## src/rtl/register_file_mp_pkg.sv

```systemverilog
// Shared defaults and address-validity helper for the multi-port register file.
package register_file_mp_pkg;

    localparam int DEF_DATA_W = 8;
    localparam int DEF_ADDR_W = 3;

    // An address is writable/readable only if implemented and not the hardwired zero register.
    function automatic logic addr_valid(input int unsigned addr,
                                        input int unsigned num_regs,
                                        input logic        zero_reg);
        return (addr < num_regs) && !(zero_reg && (addr == 0));
    endfunction

endpackage

```

## src/rtl/register_file_mp_read_port.sv

```systemverilog
// One read port: decode, same-cycle bypass, zero/invalid masking and optional output register.
module register_file_mp_read_port
    import register_file_mp_pkg::*;
#(
    parameter int DATA_W   = DEF_DATA_W,
    parameter int ADDR_W   = DEF_ADDR_W,
    parameter int NUM_REGS = 8,
    parameter int READ_LAT = 0,
    parameter int BYPASS   = 1,
    parameter int ZERO_REG = 1
) (
    input  logic              clk,
    input  logic              rst,
    input  logic [ADDR_W-1:0] addr,
    input  logic [DATA_W-1:0] mem [NUM_REGS],
    input  logic              wen0_ok,
    input  logic [ADDR_W-1:0] wa0,
    input  logic [DATA_W-1:0] wd0,
    input  logic              wen1_ok,
    input  logic [ADDR_W-1:0] wa1,
    input  logic [DATA_W-1:0] wd1,
    output logic [DATA_W-1:0] data
);

    logic              rd_ok;
    logic [DATA_W-1:0] rd_val;
    logic [DATA_W-1:0] rd_q;

    assign rd_ok = addr_valid(32'(addr), NUM_REGS, ZERO_REG != 0);

    always_comb begin
        rd_val = '0;
        if (rd_ok) begin
            for (int i = 0; i < NUM_REGS; i++) begin
                if (addr == ADDR_W'(i)) rd_val = mem[i];
            end
            // Port 1 wins a collision, so it also wins the forward.
            if (BYPASS != 0) begin
                if (wen1_ok && (wa1 == addr))      rd_val = wd1;
                else if (wen0_ok && (wa0 == addr)) rd_val = wd0;
            end
        end
    end

    always_ff @(posedge clk) begin
        if (rst) rd_q <= '0;
        else     rd_q <= rd_val;
    end

    assign data = (READ_LAT != 0) ? rd_q : rd_val;

endmodule

```

## src/rtl/register_file_mp.sv

```systemverilog
// Two-write / two-read register file with collision flag, bypass and selectable read latency.
module register_file_mp
    import register_file_mp_pkg::*;
#(
    parameter int DATA_W   = DEF_DATA_W,
    parameter int ADDR_W   = DEF_ADDR_W,
    parameter int NUM_REGS = 8,
    parameter int READ_LAT = 0,
    parameter int BYPASS   = 1,
    parameter int ZERO_REG = 1
) (
    input  logic              Clk,
    input  logic              Rst,
    input  logic              WEN0,
    input  logic [ADDR_W-1:0] RW0,
    input  logic [DATA_W-1:0] busW0,
    input  logic              WEN1,
    input  logic [ADDR_W-1:0] RW1,
    input  logic [DATA_W-1:0] busW1,
    input  logic [ADDR_W-1:0] RX,
    input  logic [ADDR_W-1:0] RY,
    output logic [DATA_W-1:0] busX,
    output logic [DATA_W-1:0] busY,
    output logic              WCOLL
);

    logic [DATA_W-1:0] mem [NUM_REGS];
    logic              wen0_ok;
    logic              wen1_ok;
    logic              wcoll_q;

    assign wen0_ok = WEN0 && addr_valid(32'(RW0), NUM_REGS, ZERO_REG != 0);
    assign wen1_ok = WEN1 && addr_valid(32'(RW1), NUM_REGS, ZERO_REG != 0);

    always_ff @(posedge Clk) begin
        if (Rst) begin
            for (int i = 0; i < NUM_REGS; i++) mem[i] <= '0;
            wcoll_q <= 1'b0;
        end else begin
            for (int i = 0; i < NUM_REGS; i++) begin
                if (wen1_ok && (RW1 == ADDR_W'(i)))      mem[i] <= busW1;
                else if (wen0_ok && (RW0 == ADDR_W'(i))) mem[i] <= busW0;
            end
            wcoll_q <= wen0_ok && wen1_ok && (RW0 == RW1);
        end
    end

    assign WCOLL = wcoll_q;

    register_file_mp_read_port #(
        .DATA_W(DATA_W), .ADDR_W(ADDR_W), .NUM_REGS(NUM_REGS),
        .READ_LAT(READ_LAT), .BYPASS(BYPASS), .ZERO_REG(ZERO_REG)
    ) u_rd_x (
        .clk(Clk), .rst(Rst), .addr(RX), .mem(mem),
        .wen0_ok(wen0_ok), .wa0(RW0), .wd0(busW0),
        .wen1_ok(wen1_ok), .wa1(RW1), .wd1(busW1),
        .data(busX)
    );

    register_file_mp_read_port #(
        .DATA_W(DATA_W), .ADDR_W(ADDR_W), .NUM_REGS(NUM_REGS),
        .READ_LAT(READ_LAT), .BYPASS(BYPASS), .ZERO_REG(ZERO_REG)
    ) u_rd_y (
        .clk(Clk), .rst(Rst), .addr(RY), .mem(mem),
        .wen0_ok(wen0_ok), .wa0(RW0), .wd0(busW0),
        .wen1_ok(wen1_ok), .wa1(RW1), .wd1(busW1),
        .data(busY)
    );

endmodule
```

## config.mk

```make
export PLATFORM = sky130hd
export DESIGN_NAME = register_file_mp
export DESIGN_NICKNAME = d
export VERILOG_FILES = /design/src/rtl/register_file_mp_pkg.sv /design/src/rtl/register_file_mp_read_port.sv /design/src/rtl/register_file_mp.sv
export SDC_FILE = /design/constraint.sdc
export NUM_CORES = 1
export LEC_CHECK = 0
export ABC_AREA = 0
export BUFFER_PORTS_ARGS = -buffer_cell sky130_fd_sc_hd__buf_2
export CAP_MARGIN = 20
export CORE_ASPECT_RATIO = 0.8
export CORE_MARGIN = 1
export CORE_UTILIZATION = 35
export DETAILED_ROUTE_END_ITERATION = 10
export GPL_TIMING_DRIVEN = 0
export SYNTH_ARGS = -nofsm -noshare
export SYNTH_HDL_FRONTEND = slang
export SYNTH_SLANG_ARGS = --single-unit
```

## constraint.sdc

```tcl
create_clock -name Clk -period 5 [get_ports Clk]
set_clock_uncertainty 0.1 [all_clocks]
set_input_delay 0.5 -clock Clk [delete_from_list [all_inputs] [get_ports Clk]]
set_output_delay 0.5 -clock Clk [all_outputs]
set_load 0.02 [all_outputs]
```

==> results.yml <==
outcome:
  outcome: "finished clean"
power:
  p_per_area_nw_per_um2: 293.2
  ir_drop_uv: 151.6
  leakagePower_nw: 1.909
route:
  dr_wl_met2_mm: 5.932
  top_layer: "met4"
  routedWlPerCell_um: 19.53
  vias: 4326
  viasPerCell: 5.942
  m1WireLength_mm: 6.956
  dr_wl_met3_mm: 1.038
  drtPass1Iterations: 5
  route.antenna.remaining_nets: 0
  routed_wl_mm: 14.22
  drc: 0
  drt_iter0_drc: 491
clock_network:
  cts_buffer_depth: 2
  cts.sinks: 57
  cts_tree: "yes"
  ctsHoldBuffers: 0
  cts_setup_buffers: 0
  cts_root_buf: "clkbuf_16"
  clk_latency_ns: 0.34
  ctsResizeCount: 0
  h-tree-depth: 3
  cts-buffers-inserted: 9
  path_clk_slew_ns: 0.05
timing:
  rsz0062_at_grt: "no"
  drv_slew: 0
  tns_ns: 0
  fin_crit_ns: 2.987
  setup_viol: 0
  slew_headroom_pct: 48.94
  hold_viol_final: 0
  max_freq_mhz: 334.8
  period_share_pct: 59.74
  tightestPinTransition_ns: 0.7596
synth:
  synth-edff-count: 0
  synthTopCellsByCount: "nor2_1 (129), a21oi_1 (72), dfxtp_1 (57)"
  ys_top_cells_by_area: "dfxtp_1 (27%), nor2_1 (12%), a21oi_1 (8.6%)"
  synth_flop_cell: "dfxtp_1"
  avgSynthCellArea_um2: 7.859
  synth-seq-cells: 57
  synth.distinct_cells: 38
  yosys.area.top_type: "dfxtp_1"
  synthCells: 533
  yosysMostFrequentCell: "nor2_1"
  synth_top_area_share_pct: 27.24
  ys_warn_count: 0
  async_flop_share_pct: 0
  synth_fp_nets: 565
  syn_area_um2: 4189
  yosysSeqAreaShare_pct: 27.24
setup_path:
  start_kind: "input pin"
  critPathCaptureType: "primary output"
  required_ns: 4.40
  cp_max_fo: 10
  worstPathArrival_ns: 2.39
  critPathKind: "input pin to primary output"
grt:
  grt_overflow: 0
  grt_pass1_wl_mm: 22.65
  grt_max_degree: 11
  grt_usage_pct: 23.66
  antenna_found_initial: 0
  grt_pass1_vias: 4045
placement:
  placed_area_um2: 4529
  hpwlAfterDp_mm: 10.98
  io_buffers: 31
  gp_congestion: 0.9190
die:
  core_area_um2: 11600
  rows: 35
  start_util_pct: 36.10
  dieHeight_um: 99.85
  num_io_pins: 49
  die_area_um2: 12410
  die_x_um: 124.3
cells_and_area:
  antenna_cells: 0
  multi_input_area_um2: 2684
  drive_gt1_share_pct: 19.66
  area_growth_pct: 15.14
  fin_area_um2: 4823
  fill_cells: 1171
  design.final.nets: 607
  regArea_um2: 1141
run:
  cap_violations: 0
worst_hold_path:
  min_path_type: "input pin to flip-flop"
layout make-up:
type / count / area share, %
Buffer: 60 / 7.082
Clock buffer: 14 / 5.888
Clock inverter: 2 / 0.2075
Inverter: 6 / 0.4669
Multi-Input combinational cell: 410 / 55.64
Sequential cell: 57 / 23.66
Tap cell: 148 / 3.839
Timing Repair Buffer: 31 / 3.217
report_power, final:
group          switching, mW  internal [mW]
Sequential            0.0178          0.478
Combinational          0.198          0.115
Clock                  0.217          0.387
Total                  0.434          0.981
layout by cell type (no fill, tap or decap), types with 3 or more instances in the layout:
master	n
a2111oi_0	14
a211oi_1	38
a21oi_1	72
a221oi_1	14
buf_2	45
buf_4	12
buf_6	7
clkbuf_1	26
clkbuf_16	9
clkbuf_8	4
dfxtp_1	57
inv_1	6
mux2_1	6
mux2_2	24
mux2i_1	34
nand2_1	5
nand2b_1	5
nand4b_1	3
nor2_1	129
nor2b_1	6
nor3_1	3
o21ai_2	4
o22ai_1	16
xor2_1	15
sequential cells by signal, summed over array words and instances (netlist names):
signal	cells
mem	56
WCOLL	1
through the flow:
step	setup WS (ns)	hold WS [ns]	total power, mW	utilization, %	std cells
2_1_floorplan	2.362	0.3654	0.7188	-	533
6_report	2.013	0.3499	1.414	41.56	728
3_3_place_gp	2.083	0.3809	0.8048	39.03	712
3_5_place_dp	2.043	0.4021	0.8114	39.03	712
4_1_cts	2.038	0.3430	1.411	41.56	728
5_1_grt	1.876	0.3714	1.465	41.56	728
layer usage:
metal | GRT usage [%] | vias up
met5 | 0 | -
met4 | 8.248 | 0
met3 | 4.744 | 24
met2 | 35.61 | 186
met1 | 33.53 | 2096
li1 | - | 2020
critical path, cell delays in order:
cell       delay, ns
buf_2           0.12
buf_2           0.28
clkbuf_1        0.41
a221oi_1        0.09
a2111oi_0       0.41
a211oi_1        0.08
a21oi_1         0.26
buf_2           0.22
path summary, 6_finish.rpt:
| check | startpoint | depth (start not counted) | end | slack, ns |
|---|---|---|---|---|
| worst max register to register | mem[5] | 2 | mem[5] | 4.14 |
| worst min register to register | mem[39] | 2 | mem[39] | 0.41 |
| worst max-delay path | RX[2] | 8 | busX[4] | 2.01 |
| worst min-delay path | Rst | 3 | WCOLL | 0.35 |
cell families (layout without fill, tap and decap cells):
family / after synthesis / after routing / synth area share, %
compound gates: 169 / 169 / 27.27
xor+xnor: 15 / 15 / 3.136
buf+inv: 66 / 113 / 8.692
flops: 57 / 57 / 27.24
mux: 64 / 64 / 16.19
simple gates: 162 / 162 / 17.47
Power figures use the tool's default switching activity.
